### src/rtl/decode_issue_stage.sv
// -----------------------------------------------------------------------------
// decode_issue_stage
//   Decode/issue pipeline register with operand forwarding, a load-use hazard
//   stall and a saturating stall counter.
//
//   Ports
//     clock, reset        rising-edge clock, synchronous active-high reset
//     in_valid/pc/instr   fetch result
//     in_rs_id/rs_need    per-port source ids and per-port operand-needed flags
//     rf_data             register file read data, per port
//     in_wr_en/rd_id/wr_ready/wr_data  destination info of the incoming instr
//     fwd_id/ready/data   forwarding records of younger stages (index 0 youngest)
//     downstream_stall    next stage cannot accept
//     flush               squash the instruction being issued
//     out_*               issued instruction register
//     op_data             combinational forwarded operands (branch compare)
//     stall_out           holds fetch
//     self_id/ready/data  forwarding record of this stage
//     stall_count/stall_saturated  consecutive local-stall cycle counter
// -----------------------------------------------------------------------------
module decode_issue_stage #(
   parameter int XLEN   = 32,
   parameter int NPORTS = 2,
   parameter int NFWD   = 3,
   parameter int RID_W  = 5,
   parameter int CNT_W  = 8
) (
   input  logic                    clock,
   input  logic                    reset,
   input  logic                    in_valid,
   input  logic [XLEN-1:0]         in_pc,
   input  logic [31:0]             in_instr,
   input  logic [NPORTS*RID_W-1:0] in_rs_id,
   input  logic [NPORTS-1:0]       in_rs_need,
   input  logic [NPORTS*XLEN-1:0]  rf_data,
   input  logic                    in_wr_en,
   input  logic [RID_W-1:0]        in_rd_id,
   input  logic                    in_wr_ready,
   input  logic [XLEN-1:0]         in_wr_data,
   input  logic [NFWD*RID_W-1:0]   fwd_id,
   input  logic [NFWD-1:0]         fwd_ready,
   input  logic [NFWD*XLEN-1:0]    fwd_data,
   input  logic                    downstream_stall,
   input  logic                    flush,
   output logic                    out_valid,
   output logic [XLEN-1:0]         out_pc,
   output logic [31:0]             out_instr,
   output logic [NPORTS*XLEN-1:0]  out_rs_data,
   output logic [RID_W-1:0]        out_rd_id,
   output logic                    out_wr_ready,
   output logic [XLEN-1:0]         out_wr_data,
   output logic [NPORTS*XLEN-1:0]  op_data,
   output logic                    stall_out,
   output logic [RID_W-1:0]        self_id,
   output logic                    self_ready,
   output logic [XLEN-1:0]         self_data,
   output logic [CNT_W-1:0]        stall_count,
   output logic                    stall_saturated
);

   localparam logic [CNT_W-1:0] CNT_MAX = '1;

   logic [NPORTS*XLEN-1:0] w_op_data;
   logic [NPORTS-1:0]      w_hazard;
   logic                   w_local_stall;
   logic                   w_load;

   logic                   r_valid;
   logic [XLEN-1:0]        r_pc;
   logic [31:0]            r_instr;
   logic [NPORTS*XLEN-1:0] r_rs_data;
   logic [RID_W-1:0]       r_rd_id;
   logic                   r_wr_ready;
   logic [XLEN-1:0]        r_wr_data;
   logic [CNT_W-1:0]       r_stall_count;

   // Operand selection: r0 reads as zero; otherwise the youngest matching
   // forwarding source wins, and a matching source that is not ready yet
   // is a hazard on that port.
   always_comb begin : operand_select
      logic v_found;
      w_op_data = '0;
      w_hazard  = '0;
      v_found   = 1'b0;
      for (int unsigned p = 0; p < NPORTS; p++) begin
         v_found = 1'b0;
         if (in_rs_id[p*RID_W +: RID_W] != '0) begin
            w_op_data[p*XLEN +: XLEN] = rf_data[p*XLEN +: XLEN];
            for (int unsigned i = 0; i < NFWD; i++) begin
               if (!v_found && (fwd_id[i*RID_W +: RID_W] == in_rs_id[p*RID_W +: RID_W])) begin
                  v_found = 1'b1;
                  if (fwd_ready[i])
                     w_op_data[p*XLEN +: XLEN] = fwd_data[i*XLEN +: XLEN];
                  else
                     w_hazard[p] = 1'b1;
               end
            end
         end
      end
   end

   assign w_local_stall = in_valid & (|(in_rs_need & w_hazard));
   assign w_load        = in_valid & ~w_local_stall;

   always_ff @(posedge clock) begin
      if (reset) begin
         r_valid       <= 1'b0;
         r_rd_id       <= '0;
         r_wr_ready    <= 1'b1;
         r_wr_data     <= '0;
         r_stall_count <= '0;
      end else begin
         // The counter keeps running under downstream_stall; only flush or
         // a stall-free cycle clears it.
         if (flush || !w_local_stall)
            r_stall_count <= '0;
         else if (r_stall_count != CNT_MAX)
            r_stall_count <= r_stall_count + 1'b1;

         if (flush) begin
            r_valid <= 1'b0;
         end else if (!downstream_stall) begin
            r_valid <= w_load;
            if (w_load) begin
               r_pc       <= in_pc;
               r_instr    <= in_instr;
               r_rs_data  <= w_op_data;
               r_rd_id    <= in_wr_en ? in_rd_id    : '0;
               r_wr_ready <= in_wr_en ? in_wr_ready : 1'b1;
               r_wr_data  <= in_wr_en ? in_wr_data  : '0;
            end
         end
      end
   end

   assign out_valid       = r_valid;
   assign out_pc          = r_pc;
   assign out_instr       = r_instr;
   assign out_rs_data     = r_rs_data;
   assign out_rd_id       = r_rd_id;
   assign out_wr_ready    = r_wr_ready;
   assign out_wr_data     = r_wr_data;
   assign op_data         = w_op_data;
   assign stall_out       = w_local_stall | downstream_stall;
   assign self_id         = r_valid ? r_rd_id    : '0;
   assign self_ready      = r_valid ? r_wr_ready : 1'b1;
   assign self_data       = r_valid ? r_wr_data  : '0;
   assign stall_count     = r_stall_count;
   assign stall_saturated = (r_stall_count == CNT_MAX);

endmodule

### config.mk
export PLATFORM = sky130hd
export DESIGN_NAME = decode_issue_stage
export DESIGN_NICKNAME = d
export VERILOG_FILES = /design/src/rtl/decode_issue_stage.sv
export SDC_FILE = /design/constraint.sdc
export NUM_CORES = 1
export LEC_CHECK = 0
export CORE_AREA = 2 2 227 229
export CTS_BUF_LIST = sky130_fd_sc_hd__clkbuf_4 sky130_fd_sc_hd__clkbuf_8
export DETAILED_ROUTE_END_ITERATION = 10
export DIE_AREA = 0 0 229 231
export HOLD_SLACK_MARGIN = 0.05
export PLACE_DENSITY_LB_ADDON = 0.08
export SYNTH_ARGS = -nofsm -noshare
export SYNTH_HDL_FRONTEND = slang
export SYNTH_SLANG_ARGS = --single-unit
### constraint.sdc
create_clock -name clock -period 9.2 [get_ports clock]
set_clock_uncertainty 0.2 [all_clocks]
set_input_delay 0.92 -clock clock [delete_from_list [all_inputs] [get_ports clock]]
set_output_delay 0.92 -clock clock [all_outputs]
set_load 0.03 [all_outputs]
Word-level counts from Yosys, hierarchy flattened

Cells that the tools add are included.

Flip-flop bits (word level): 175
Input port bits: 298
Output and inout port bits: 279
Logic and storage cells: 83

Add/sub/neg operators: 1
Equal/unequal tests: 8
Mux-type cells: 41
Bitwise logic cells: 8
Reductions and logical operators: 17

Operators by type and width:

| operator                                                       | count |
|---|---|
| 32-bit two-way mux                                             | 16 |
| 5-bit equality test                                            | 6 |
| 1-bit two-way mux                                              | 23 |
| 5-bit two-way mux                                              | 2 |
| 5-bit nonzero test                                             | 2 |
| 8-bit by 1-bit adder with 8-bit output (second input constant) | 1 |
| 8-bit equality test (second input constant)                    | 1 |
| 8-bit inequality test (second input constant)                  | 1 |
| 2-bit OR reduction                                             | 3 |
| 1-bit logical NOT                                              | 5 |
| 1-bit logical AND                                              | 4 |
| 1-bit NOT                                                      | 4 |
| 4-bit AND reduction                                            | 1 |
| 3-bit AND reduction                                            | 1 |
| 1-bit AND                                                      | 2 |
| 2-bit AND                                                      | 1 |
| 1-bit logical OR                                               | 1 |
| 1-bit bitwise OR                                               | 1 |

Logic depth before layout (Yosys ltp)

Word-level depth: 17
Gate-level depth with buffers: 8
Gate-level depth less buffers: 7

Least setup slack after synthesis

No wires, ideal clock.

Kind: in2reg
From: in in_rs_id[7]
To: reg r_instr[0] (netlist: out_instr[0]) (enable)
Setup time: 616 ps
Data arrival time: 7374 ps
Data required time: 8384 ps
Slack: 1009 ps
Cell stages on the path: 8
Buffers on the path: 2
Path through: xor2_1 nor3_1 and3_1 buf_2 a311o_1 nand3_1 buf_4 nor2_1

Longest elaborated chain between the ends: 17
Elaborated cells on any way between the ends: 24
Classes of those cells: eq/ne (3); mux (10); bitwise (4); reduce/logical (7)

Ends and longest elaborated chain:

| element                           | line | source |
|---|---|---|
| from (decl)                       | 33   | `input logic [NPORTS*RID_W-1:0] in_rs_id,` |
| 5-bit equality test               | 90   | `if (!v_found && (fwd_id[i*RID_W +: RID_W] == in_rs_id[p*RID_W +: RID_W])) begin` |
| 1-bit two-way mux                 | 90   |  |
| 1-bit two-way mux                 | 87   | `if (in_rs_id[p*RID_W +: RID_W] != '0) begin` |
| 1-bit logical NOT                 | 90   |  |
| 1-bit logical AND                 | 90   |  |
| 1-bit two-way mux                 | 90   |  |
| 1-bit two-way mux                 | 87   |  |
| 1-bit logical NOT                 | 90   |  |
| 1-bit logical AND                 | 90   |  |
| 1-bit two-way mux                 | 90   |  |
| 1-bit two-way mux (*)             | 87   |  |
| 2-bit AND (*)                     | 102  | `assign w_local_stall = in_valid & (\|(in_rs_need & w_hazard));` |
| 2-bit OR reduction (*)            | 102  |  |
| 1-bit AND (*)                     | 102  |  |
| 1-bit NOT (*)                     | 103  | `assign w_load = in_valid & ~w_local_stall;` |
| 1-bit AND (*)                     | 103  |  |
| 4-bit AND reduction (no line) (*) | --   |  |
| to (signal assigned)              | 126  | `r_instr <= in_instr;` |
| to (decl)                         | 70   | `logic [31:0] r_instr;` |

Mark *: on every way between the ends. The rest lies on a longest branch, timed or not. The select of a mux whose other input is x is not followed.
A chain may end at the register's enable or synchronous reset.

Worst setup path in the final report

From: in in_rs_id[7]
To: out op_data[39]

Longest elaborated chain between the ends: 11
Elaborated cells on any way between the ends: 18
Classes of those cells: eq/ne (3); mux (10); reduce/logical (5)

Ends and longest elaborated chain:

| element                | line | source |
|---|---|---|
| 5-bit equality test    | 90   |  |
| 1-bit two-way mux      | 90   |  |
| 1-bit two-way mux      | 87   |  |
| 1-bit logical NOT      | 90   |  |
| 1-bit logical AND      | 90   |  |
| 1-bit two-way mux      | 90   |  |
| 1-bit two-way mux      | 87   |  |
| 1-bit logical NOT      | 90   |  |
| 1-bit logical AND      | 90   |  |
| 32-bit two-way mux     | 90   |  |
| 32-bit two-way mux (*) | 87   |  |
| to (decl)              | 52   | `output logic [NPORTS*XLEN-1:0] op_data,` |

Marks and branches as above.

==> impl_metrics.env <==
export IMPL_r2r_end="stall_count[3]"
export IMPL_clk_path_buf_depth=2
export IMPL_antenna_found_initial=8
export IMPL_overflow=0
export IMPL_crit_buf_inv=3
export IMPL_worstSetupPathType="input pin to output port"
export IMPL_ys_warnings_count=0
export IMPL_fin_crit_sh_pct=57.4
export IMPL_finalHoldViolations=0
export IMPL_syn_area_um2=8820
export IMPL_start_util_pct=17.4
export IMPL_reg2reg_setup_slack_ns=7.52
export IMPL_grt_total_usage_pct=16.8
export IMPL_row_count=83
export IMPL_vias=7885
export IMPL_io_buffers=576
export IMPL_cts_root_buf="clkbuf_8"
export IMPL_nFillCells=5272
export IMPL_min_period_ns=5.28
export IMPL_cts_tree="yes"
export IMPL_chipHeight_um=231
export IMPL_nets=1540
export IMPL_p_total_mw=1.95
export IMPL_dieArea_um2=52900
export IMPL_placed_area_um2=15400
export IMPL_p_leak_nw=5.31
export IMPL_grt_use_met1_pct=19.4
export IMPL_multiInputGateArea_um2=3840
export IMPL_critPathLaunchType="input pin"
export IMPL_grt_pass1_wl_um=62400
export IMPL_numPlacedInstances=1902
export IMPL_syn_inst=681
export IMPL_grt_busiest_layer="met2"
export IMPL_worst_slack_ns=3.92
export IMPL_cts_resized=0
export IMPL_cts_buffers=17
export IMPL_worstHoldPathCells=2
export IMPL_gp_congestion=0.758
export IMPL_crit_required_ns=8.08
export IMPL_dr_pass1_iters=4
export IMPL_path_cells="clkdlybuf4s50_1, xor2_1, nor3_1, nand4_1, or3b_2, a21oi_4, buf_4, o2bb2ai_1, clkdlybuf4s50_1"
export IMPL_synth_cell_types=36
export IMPL_ant_nets=0
export IMPL_hp_class="flip-flop to flip-flop"
export IMPL_crit_path_frequent_cell="clkdlybuf4s50_1"
export IMPL_whs_endpoint="out_wr_data[29]"
export IMPL_ys_seq_elements=175
export IMPL_htreeDepth=4
export IMPL_tightest_slew_ns=1.13
export IMPL_syn_nets=980
export IMPL_worstPathMaxFanout=32
export IMPL_core_um2=50700
export IMPL_final_cell_count_no_fill=1937
export IMPL_insertion_delay_ns=0.56
export IMPL_power_density_nw_per_um2=124
export IMPL_pre_cts_slack_ns=3.85
export IMPL_avgSynthCellArea_um2=12.9
export IMPL_post_dp_hpwl_um=34700
export IMPL_grt_max_degree=129
export IMPL_postCtsSetupBuffers=0
export IMPL_hp_start="out_wr_data[29]"
export IMPL_wl_um=45400
export IMPL_arrival_ns=4.16
export IMPL_drt_iter0_drc=331
export IMPL_drv_cap=0
export IMPL_grt_use_met2_pct=29.2
export IMPL_wire_per_inst_um=23.4
export IMPL_drive_gt1_share_pct=9.65
export IMPL_cp_end_kind="output port"
export IMPL_syn_to_final_growth_pct=78.8
export IMPL_grt_pass1_vias=8041
export IMPL_final_area_um2=15800
export IMPL_regArea_um2=4780
export IMPL_hold_buffers=0
export IMPL_r2r_start="stall_count[0]"
export IMPL_fmax_mhz=189
export IMPL_relSlewSlack_pct=24.7
export IMPL_grt_use_met3_pct=5.98
export IMPL_path_delay_family="buffers and inverters"
export IMPL_ioPinCount=577
export IMPL_cts_sinks=175
export IMPL_clk_pin_slew_ns=0.11
export IMPL_die_width_um=229
export IMPL_reg2reg_depth=7
export IMPL_status="finished clean"
export IMPL_rsz0062_at_grt="no"
export IMPL_cpPeakStageDelay_ns=0.80
export IMPL_final_cell_mix="clkdlybuf4s50_1 (575), edfxtp_1 (128), mux2i_1 (102)"
export IMPL_vdd_drop_max_uv=75.6
export IMPL_slew_viol_final=0
export IMPL_drc_errors=0
export IMPL_tns_ns=0
export IMPL_slowest_stage="clkdlybuf4s50_1"
export IMPL_ys_seq_area_share_pct=54.3
export IMPL_finalSetupViolations=0
export IMPL_via_per_inst=4.07
export IMPL_mostFrequentLayoutCell="clkdlybuf4s50_1"
-- metal layers --
metal / vias to the layer above / part of all wire [%]
li1: 3690 / -
met1: 3821 / 40
met2: 331 / 50
met3: 37 / 7.8
met4: 6 / 1.6
met5: - / 0.090
-- power by group --
group | switching [mW] | leakage [nW] | internal (mW)
clock | 0.369 | 0.195 | 0.226
sequential | 0.00971 | 1.54 | 0.874
combinational | 0.230 | 3.58 | 0.241
-- synth_stat cells --
library cell	number	area, um^2
a211o_1	1	8.76
a21oi_1	5	25.0
clkbuf_1	19	71.3
mux2i_1	102	1020
nor3_1	6	30.0
nor3_2	2	20.0
inv_1	3	11.3
and3b_1	2	17.5
a311o_1	2	20.0
and4_1	3	26.3
mux2_2	64	721
a21o_1	1	7.51
and3_1	5	31.3
nand2_1	16	60.1
a31oi_1	1	6.26
nor3b_1	2	15.0
nand3b_1	38	285
xor2_1	19	166
nor2_1	12	45.0
buf_2	19	95.1
edfxtp_1	128	3840
buf_1	5	18.8
nand2b_1	39	244
and2_1	37	231
ha_1	1	12.5
or3b_2	2	17.5
dfxtp_1	47	941
nand3_1	8	40.0
o2bb2ai_1	64	561
or3_1	2	12.5
a21oi_2	2	17.5
xnor2_1	15	131
nand4_1	2	12.5
o21ai_0	1	5.00
buf_4	4	30.0
o211ai_1	2	15.0
-- area by class of cell --
| type | instances | area share (%) |
|---|---|---|
| diodes | 3 | 0.0476 |
| clock buffers | 17 | 1.48 |
| clock inverters | 15 | 1.06 |
| inverters | 3 | 0.0714 |
| multi-input cells | 456 | 24.4 |
| flip-flops and latches | 175 | 30.4 |
| well taps | 680 | 5.40 |
| repair buffers | 588 | 37.2 |
-- registers in the layout, indices dropped and copies added (netlist names) --
signal        flops
out_rs_data      64
out_instr        32
out_pc           32
out_wr_data      32
stall_count       8
out_rd_id         5
out_valid         1
out_wr_ready      1
-- how the worst max path moves through the flow --
| stage | end | startpoint | cells after the start |
|---|---|---|---|
| final | op_data[39] | in_rs_id[7] | 9 |
| after global routing | op_data[39] | in_rs_id[7] | 9 |
| after CTS | op_data[39] | in_rs_id[7] | 9 |
| after detailed placement | op_data[39] | in_rs_id[7] | 9 |
| after global placement | op_data[39] | in_rs_id[7] | 9 |
| after floorplan | out_instr[0] | in_rs_id[7] | 8 |
-- kinds of logic after synthesis --
| logic type | count (synthesis) | share of synthesized area [%] |
|---|---|---|
| compound gates | 79 | 7.55 |
| fa+ha+maj | 1 | 0.142 |
| flops | 175 | 54.3 |
| mux | 166 | 19.8 |
| buf+inv | 50 | 2.57 |
| simple gates | 176 | 12.3 |
| xor+xnor | 34 | 3.38 |
-- tightest hold or removal path, delay by kind of cell (launching register included) --
kind / cells / cell delay (ns)
mux: 1 / 0.06
simple gates: 1 / 0.06
flops: 1 / 0.33
-- stage by stage --
stage               hold WS, ns  utilization (%)
finish                    0.289             31.1
global route              0.313             31.1
CTS                       0.297             31.1
detailed placement        0.278             30.3
global placement          0.277             30.3
floorplan                 0.405                -
No activity file was read; power rests on OpenSTA's default activity.
